**config.mk**
```make
export PLATFORM = sky130hd
export DESIGN_NAME = jtag_master
export DESIGN_NICKNAME = d
export VERILOG_FILES = /design/src/rtl/jtag_master.sv
export SDC_FILE = /design/constraint.sdc
export NUM_CORES = 1
export LEC_CHECK = 0
export BUFFER_PORTS_ARGS = -buffer_cell sky130_fd_sc_hd__buf_2
export CELL_PAD_IN_SITES_DETAIL_PLACEMENT = 1
export CELL_PAD_IN_SITES_GLOBAL_PLACEMENT = 1
export CORE_AREA = 10 10 135 137
export DETAILED_ROUTE_END_ITERATION = 10
export DIE_AREA = 0 0 145 147
export GPL_TIMING_DRIVEN = 0
export PLACE_DENSITY = 0.85
export SYNTH_ARGS = -nofsm -noshare
export SYNTH_HDL_FRONTEND = slang
export SYNTH_SLANG_ARGS = --single-unit
```
**constraint.sdc**
```tcl
create_clock -name system_clk -period 7.8 [get_ports system_clk]
set_input_delay 1.17 -clock system_clk [delete_from_list [all_inputs] [get_ports system_clk]]
set_output_delay 1.17 -clock system_clk [all_outputs]
set_load 0.02 [all_outputs]
```
**src/rtl/jtag_master.sv**
```systemverilog
// rtl/jtag_master.sv - command-driven JTAG master: walks the TAP FSM, shifts IR/DR, returns captured TDO
module jtag_master #(
    parameter int DATA_WIDTH = 32,
    parameter int LEN_WIDTH  = 6,
    parameter int CLK_DIV    = 4
) (
    input  logic                  system_clk,
    input  logic                  reset_bar,
    input  logic                  cmd_valid,
    output logic                  cmd_ready,
    input  logic [1:0]            cmd_op,
    input  logic [LEN_WIDTH-1:0]  cmd_len,
    input  logic [DATA_WIDTH-1:0] cmd_data,
    output logic                  rsp_valid,
    output logic [DATA_WIDTH-1:0] rsp_data,
    output logic                  busy,
    output logic                  TCK,
    output logic                  TMS,
    output logic                  TDI,
    input  logic                  TDO
);

    localparam int DIV_W = (CLK_DIV > 1) ? $clog2(CLK_DIV) : 1;
    localparam logic [DIV_W-1:0]     DIV_LAST = DIV_W'(CLK_DIV - 1);
    localparam logic [LEN_WIDTH-1:0] LEN_MAX  = LEN_WIDTH'(DATA_WIDTH);
    localparam logic [LEN_WIDTH-1:0] ONE      = LEN_WIDTH'(1);
    localparam logic [1:0] OP_RESET = 2'b00;
    localparam logic [1:0] OP_IR    = 2'b01;
    localparam logic [1:0] OP_DR    = 2'b10;
    localparam logic [1:0] OP_RUN   = 2'b11;

    typedef enum logic [2:0] {
        IDLE, RESET_SEQ, NAV_IN, SHIFT, NAV_OUT, RUNTEST, DONE
    } state_t;

    state_t                 state;
    logic [LEN_WIDTH-1:0]   step;
    logic [1:0]             op_q;
    logic [LEN_WIDTH-1:0]   len_q;
    logic [DATA_WIDTH-1:0]  data_q;
    logic [DATA_WIDTH-1:0]  cap_q;
    logic                   synced;
    logic                   in_period;
    logic                   tck_high;
    logic [DIV_W-1:0]       div_cnt;

    logic                   last;
    state_t                 nxt_state;
    logic [LEN_WIDTH-1:0]   nxt_step;
    state_t                 launch_state;
    logic [LEN_WIDTH-1:0]   launch_step;
    logic                   launch_tms;
    logic                   launch_shift;
    logic                   launch_active;
    logic                   period_end;
    logic                   do_launch;
    logic [LEN_WIDTH-1:0]   len_c;

    function automatic state_t dispatch(input logic [1:0] op, input logic [LEN_WIDTH-1:0] len);
        if (op == OP_RUN)
            return (len == '0) ? DONE : RUNTEST;
        return NAV_IN;
    endfunction

    // TMS for a given TCK; len=0 shifts take the extra Capture->Exit1 TCK at the start of NAV_OUT
    function automatic logic tms_of(input state_t st, input logic [LEN_WIDTH-1:0] stp,
                                    input logic [1:0] op, input logic [LEN_WIDTH-1:0] len);
        case (st)
            RESET_SEQ: return stp != LEN_WIDTH'(5);
            NAV_IN:    return (op == OP_IR) ? (stp != LEN_WIDTH'(2)) : (stp == '0);
            SHIFT:     return (stp != '0) && (stp == len);
            NAV_OUT:   return (len == '0) ? (stp != LEN_WIDTH'(2)) : (stp == '0);
            default:   return 1'b0;
        endcase
    endfunction

    always_comb begin
        len_c     = (cmd_len > LEN_MAX) ? LEN_MAX : cmd_len;
        last      = 1'b0;
        nxt_state = state;
        case (state)
            RESET_SEQ: begin
                last      = (step == LEN_WIDTH'(5));
                nxt_state = !last ? RESET_SEQ : (op_q == OP_RESET) ? DONE : dispatch(op_q, len_q);
            end
            NAV_IN: begin
                last      = (step == ((op_q == OP_IR) ? LEN_WIDTH'(2) : ONE));
                nxt_state = !last ? NAV_IN : (len_q == '0) ? NAV_OUT : SHIFT;
            end
            SHIFT: begin
                last      = (step == len_q);
                nxt_state = last ? NAV_OUT : SHIFT;
            end
            NAV_OUT: begin
                last      = (step == ((len_q == '0) ? LEN_WIDTH'(2) : ONE));
                nxt_state = last ? DONE : NAV_OUT;
            end
            RUNTEST: begin
                last      = (step == len_q - ONE);
                nxt_state = last ? DONE : RUNTEST;
            end
            default: ;
        endcase
        nxt_step      = last ? '0 : step + ONE;
        period_end    = in_period && tck_high && (div_cnt == DIV_LAST);
        launch_state  = in_period ? nxt_state : state;
        launch_step   = in_period ? nxt_step : step;
        launch_active = (launch_state != IDLE) && (launch_state != DONE);
        launch_tms    = tms_of(launch_state, launch_step, op_q, len_q);
        launch_shift  = (launch_state == SHIFT) && (launch_step != '0);
        do_launch     = (!in_period || period_end) && launch_active;
    end

    always_ff @(posedge system_clk or negedge reset_bar) begin
        if (!reset_bar) begin
            state     <= IDLE;
            step      <= '0;
            op_q      <= OP_RESET;
            len_q     <= '0;
            data_q    <= '0;
            cap_q     <= '0;
            synced    <= 1'b0;
            in_period <= 1'b0;
            tck_high  <= 1'b0;
            div_cnt   <= '0;
            cmd_ready <= 1'b1;
            busy      <= 1'b0;
            rsp_valid <= 1'b0;
            rsp_data  <= '0;
            TCK       <= 1'b0;
            TMS       <= 1'b1;
            TDI       <= 1'b1;
        end else begin
            rsp_valid <= 1'b0;
            case (state)
                IDLE: begin
                    if (cmd_valid && cmd_ready) begin
                        cmd_ready <= 1'b0;
                        busy      <= 1'b1;
                        op_q      <= cmd_op;
                        len_q     <= len_c;
                        data_q    <= cmd_data;
                        cap_q     <= '0;
                        step      <= '0;
                        in_period <= 1'b0;
                        state     <= (cmd_op == OP_RESET || !synced) ? RESET_SEQ
                                                                      : dispatch(cmd_op, len_c);
                    end else begin
                        cmd_ready <= 1'b1;
                        busy      <= 1'b0;
                    end
                end
                DONE: begin
                    rsp_valid <= 1'b1;
                    // captured bits sit at the top of cap_q; shifting right aligns them and clears bits >= len
                    rsp_data  <= (op_q == OP_IR || op_q == OP_DR) ? (cap_q >> (LEN_MAX - len_q)) : '0;
                    state     <= IDLE;
                end
                default: begin
                    if (period_end && state == RESET_SEQ && last)
                        synced <= 1'b1;
                    if (do_launch) begin
                        TCK       <= 1'b0;
                        TMS       <= launch_tms;
                        state     <= launch_state;
                        step      <= launch_step;
                        in_period <= 1'b1;
                        tck_high  <= 1'b0;
                        div_cnt   <= '0;
                        if (launch_shift) begin
                            TDI    <= data_q[0];
                            data_q <= data_q >> 1;
                        end else begin
                            TDI <= 1'b1;
                        end
                    end else if (period_end) begin
                        TCK       <= 1'b0;
                        TDI       <= 1'b1;
                        in_period <= 1'b0;
                        tck_high  <= 1'b0;
                        div_cnt   <= '0;
                        state     <= nxt_state;
                        step      <= nxt_step;
                    end else if (in_period) begin
                        if (div_cnt == DIV_LAST) begin
                            div_cnt  <= '0;
                            TCK      <= 1'b1;
                            tck_high <= 1'b1;
                            if (state == SHIFT && step != '0)
                                cap_q <= {TDO, cap_q[DATA_WIDTH-1:1]};
                        end else begin
                            div_cnt <= div_cnt + DIV_W'(1);
                        end
                    end
                end
            endcase
        end
    end

endmodule

```
# Word-level counts from Yosys, hierarchy flattened
# Index checks and enable logic that the tools add are counted.
dict set report totals {
  reg_bits 123
  in_bits 44
  word_cells 164
}
dict set report op_classes {
  add_sub_neg 4
  magnitude_cmp 1
  n_eq_ne 27
  shifts 1
  n_mux 68
  bitwise 2
  reduce_logical 45
}
# cell count
set ops {}
lappend ops {{$mux W32} 10}
lappend ops {{$pmux W32 S2} 2}
lappend ops {{$mux W3} 14}
lappend ops {{$mux W6} 6}
lappend ops {{$shr A32 B6 Y32} 1}
lappend ops {{$mux W1} 20}
lappend ops {{$mux W2} 10}
lappend ops {{$eq A6 B6 Y1} 3}
lappend ops {{$logic_not A6 Y1} 3}
lappend ops {{$pmux W3 S5} 1}
lappend ops {{$eq A3 B2 Y1 const B} 4}
lappend ops {{$eq A3 B3 Y1 const B} 4}
lappend ops {{$eq A6 B2 Y1} 2}
lappend ops {{$pmux W6 S2} 1}
lappend ops {{$reduce_and A2 Y1} 6}
lappend ops {{$reduce_bool A2 Y1} 6}
lappend ops {{$reduce_bool A3 Y1} 4}
lappend ops {{$reduce_bool A6 Y1} 2}
lappend ops {{$logic_and A1 B1 Y1} 10}
lappend ops {{$eq A2 B2 Y1 const B} 4}
lappend ops {{$reduce_and A7 Y1} 1}
lappend ops {{$add A6 B1 Y6 const B} 1}
lappend ops {{$eq A3 B1 Y1 const B} 2}
lappend ops {{$eq A6 B3 Y1 const B} 1}
lappend ops {{23 further kinds} 30}

# Depth between registers and ports, before layout
dict set report depth {
  word_depth 13
  mapped_depth 18
}

# Worst setup path after synthesis
# No wires, ideal clock.
dict set report synth_path {
  kind {reg-to-reg}
  start {register len_q[0]}
  end {register data_q[31]}
  setup_time_ps 140
  arrival_time_ps 3893
  required_ps 7660
  slack_ps 3767
  path_stages_with_launch 19
  path_buffers 7
  synth_period_minus_slack_ps 4033
  path_cell_list {dfrtp_1 -> buf_6 -> clkbuf_1 -> clkbuf_1 -> inv_1 -> ha_1 -> buf_2 -> xor2_1 -> nand2_1 -> a221oi_1 -> and3_1 -> buf_4 -> a2bb2oi_2 -> o2111ai_1 -> or3_1 -> buf_4 -> a21boi_4 -> buf_6 -> o22ai_1}
}
dict set report synth_via {
  elab_chain_len 13
  word_cells_on_any_way 31
  cone_classes {add/sub (1); eq/ne (5); mux (16); reduce/logical (9)}
}
# item line_no
set synth_rtl {}
lappend synth_rtl {{start, declared} 39} ;# logic [LEN_WIDTH-1:0] len_q;
lappend synth_rtl {{start signal, assigned} 141} ;# len_q <= len_c;
lappend synth_rtl {{parallel branches: the longest is 12 deep, another holds $sub A6 B1 Y6} n/a}
lappend synth_rtl {{$reduce_and A4 Y1 (no line) *} n/a}
lappend synth_rtl {{end signal, assigned} 142} ;# data_q <= cmd_data;
lappend synth_rtl {{end signal, assigned} 172} ;# data_q <= data_q >> 1;
lappend synth_rtl {{end, declared} 40} ;# logic [DATA_WIDTH-1:0] data_q;
# Mark *: on every way between the ends. The select of a mux whose other input is x is not followed.
# A chain may end at the register's enable or synchronous reset.

# Worst setup path after layout
dict set report layout_path {
  start {register len_q[0]}
  end {register data_q[14]}
}
# The elaborated chain is that of the path after synthesis.

==> impl_metrics.json <==
{
  "status": "finished clean",
  "skew_ns": 0.0100,
  "layout_commonest_cell": "nand2_1",
  "criticalPathCategory": "register to register",
  "grt_pass1_wl_um": 41300,
  "cp-start-kind": "register",
  "maxCapViolCount": 0,
  "setup_ws_ns": 2.79,
  "cts_tree": "built",
  "synth_area_per_cell_um2": 9.32,
  "clock_latency_ns": 0.43,
  "drv_slew": 0,
  "ctsResizeCount": 0,
  "area_growth_pct": 16.9,
  "dieArea_um2": 21300,
  "start_util_pct": 49.3,
  "die_width_um": 145,
  "numPortBuffers": 81,
  "setup_viol": 0,
  "endpoint_kind": "register",
  "clkSlewWorstSetupHoldPaths_ns": 0.06,
  "drt-vias-per-instance": 6.09,
  "hold_viol_final": 0,
  "post_synth_num_cell_types": 68,
  "synth_seq_cells": 123,
  "worstHoldPathType": "register to register",
  "cpLargestDelayFamily": "buffers and inverters",
  "final_util_pct": 57.6,
  "placed_area_um2": 8390,
  "cp_max_fo": 10,
  "grt_pass1_vias": 7473,
  "rsz0062_at_grt": "false",
  "fin_crit_ns": 5.01,
  "fin_tns_setup_ns": 0,
  "drt_iter0_drc": 590,
  "ys_warn_count": 0,
  "final_cell_mix": "nand2_1, dfrtp_1, buf_2",
  "crit_path_max_incr_delay_ns": 0.60,
  "timing.hold.ws_ns": 0.472,
  "synth_edf_count": 0,
  "cts_hold_buf": 0,
  "relSlewSlack_pct": 35.4,
  "cts_setup_buffers": 0,
  "syn_nets": 877,
  "gp_congestion": 0.940,
  "drtAntennaViolNets": 0,
  "clock_sinks": 123,
  "grt_antenna_before_repair": 0,
  "drt_pre_antenna_iters": 5,
  "dp_hpwl_um": 18000,
  "grt_max_degree": 80,
  "route.detailed.drc": 0,
  "nets": 978,
  "cp_data_required_time_ns": 8.14,
  "powerDensity_nw_per_um2": 163,
  "path_buf_inv": 8,
  "async_reset_ff_share_pct": 100,
  "htreeDepth": 4,
  "drive_above_1_share_pct": 21.7,
  "clockRootBuffer": "clkbuf_16",
  "die_h_um": 147,
  "wire_per_inst_um": 21.9,
  "clk_path_buf_depth": 2,
  "dpl_worst_slack_ns": 2.91,
  "fin_crit_sh_pct": 64.3,
  "fp.coreArea_um2": 15600,
  "cp_cell_sequence": "buf_6 > clkbuf_1 > clkbuf_1 > inv_1 > ha_1 > buf_2 > xor2_1 > nand2_1 > a221oi_1 > and3_1 > buf_4 > a2bb2oi_2 > o2111ai_1 > or3_1 > buf_4 > a21boi_4 > buf_6 > a2bb2oi_2",
  "io_pins": 82,
  "ir_worst_vdd_mv": 0.156,
  "yosysSeqAreaShare_pct": 40.1,
  "routed_wl_um": 25200,
  "antenna_cells": 0,
  "syn_inst": 824,
  "cts_buffers": 17,
  "grt_overflow_total": 0,
  "fmax_mhz": 199,
  "stdcell_area_um2": 8980,
  "syn_area_um2": 7680,
  "synthFlopType": "dfrtp_1",
  "via_count": 7025,
  "track_usage_pct": 23.6,
  "rows": 46,
  "crit_path_top_delay_cell": "clkbuf_1",
  "worst_pin_slew_ns": 0.962,
  "crit_arrival_ns": 5.36,
  "p_leak_uw": 0.00404
}
==> layout make-up <==
| type | count | area [um2] |
|---|---|---|
| multi-input combinational | 612 | 4200 |
| tap | 216 | 270 |
| clock inverter | 13 | 143 |
| buffer | 70 | 332 |
| clock buffer | 19 | 443 |
| sequential | 123 | 3080 |
| timing repair buffer | 82 | 439 |
| inverter | 19 | 71.3 |
| fill | 1836 | 6620 |
==> worst reg2reg max path: cells and delay by family, from the launching register on <==
kind,cells,cell delay (ns)
adder cells (fa/ha/maj),1,0.35
AO/OA/AOI/OAI,5,1.14
AND/OR/NAND/NOR,3,0.72
flip-flops,1,0.34
buffers and inverters,8,2.23
XOR/XNOR,1,0.16
==> cells in the mapped netlist (4+ instances only) <==
cell type | n | area (um2)
nand2_1 | 133 | 499
buf_1 | 6 | 22.5
o22ai_1 | 34 | 213
nor2_1 | 41 | 154
a31oi_1 | 10 | 62.6
nand3_1 | 15 | 75.1
clkbuf_1 | 43 | 161
ha_1 | 9 | 113
a21oi_1 | 43 | 215
nand2b_1 | 7 | 43.8
a2bb2oi_2 | 30 | 450
o221ai_1 | 4 | 35.0
and3_1 | 5 | 31.3
mux4_2 | 13 | 293
mux2i_1 | 33 | 330
xnor2_1 | 10 | 87.6
o211ai_1 | 7 | 52.6
a22o_1 | 11 | 96.3
a211oi_1 | 7 | 52.6
xor2_1 | 11 | 96.3
o31ai_1 | 4 | 30.0
a22oi_1 | 6 | 45.0
nand4_1 | 4 | 25.0
o21ai_0 | 81 | 405
buf_2 | 13 | 65.1
nor2b_1 | 6 | 37.5
nor4_1 | 4 | 25.0
mux2_2 | 9 | 101
a311oi_1 | 8 | 70.1
a221oi_1 | 4 | 35.0
dfrtp_1 | 120 | 3000
nor3_1 | 11 | 55.1
buf_6 | 6 | 67.6
inv_1 | 19 | 71.3
==> cell families after synthesis <==
kind of cell / after synthesis / synth area share (%)
AO/OA/AOI/OAI: 276 / 26.3
XOR/XNOR: 21 / 2.39
adder cells (fa/ha/maj): 9 / 1.47
buffers and inverters: 89 / 5.24
flip-flops: 123 / 40.1
multiplexers: 55 / 9.43
AND/OR/NAND/NOR: 251 / 15.1
==> power breakdown <==
part	internal, uW	switching [uW]	leakage [uW]
logic	10.3	18.8	0.00210
clock network	480	315	0.000272
registers	638	0	0.00167
==> path summary, 6_finish.rpt <==
path                                           from                  endpoint  slack [ns]  depth (start not counted)
max                            len_q[0]$_DFFE_PN0P_    data_q[14]$_DFFE_PN0P_        2.79                         18
min                        rsp_data[26]$_DFFE_PN0P_  rsp_data[26]$_DFFE_PN0P_        0.47                          2
max reg2reg                    len_q[0]$_DFFE_PN0P_    data_q[14]$_DFFE_PN0P_        2.79                         18
min reg2reg                rsp_data[26]$_DFFE_PN0P_  rsp_data[26]$_DFFE_PN0P_        0.47                          2
max in group asynchronous                 reset_bar     cap_q[16]$_DFFE_PN0P_        6.39                          2
min in group asynchronous                 reset_bar       step[3]$_DFFE_PN0P_        0.65                          1
==> registers in the layout (all words and copies together), names as in the netlist, 2 cells and up <==
register / flops
cap_q: 32
data_q: 32
rsp_data: 32
len_q: 6
step: 6
state: 3
div_cnt: 2
op_q: 2
==> routing by layer <==
layer | up-vias | part of all wire, % | global-route usage [%]
li1 | 3225 | - | -
met1 | 3541 | 45 | 30.6
met2 | 223 | 48 | 39.2
met3 | 36 | 5.3 | 4.12
met4 | 0 | 1.6 | 7.81
met5 | - | 0 | 0
==> stage by stage <==
stage,std cells,power [uW]
2_1_floorplan,824,651
3_5_place_dp,1122,679
5_1_grt,1154,1500
4_1_cts,1154,1470
6_report,1154,1460
3_3_place_gp,1121,677
Power figures use the tool's default switching activity.
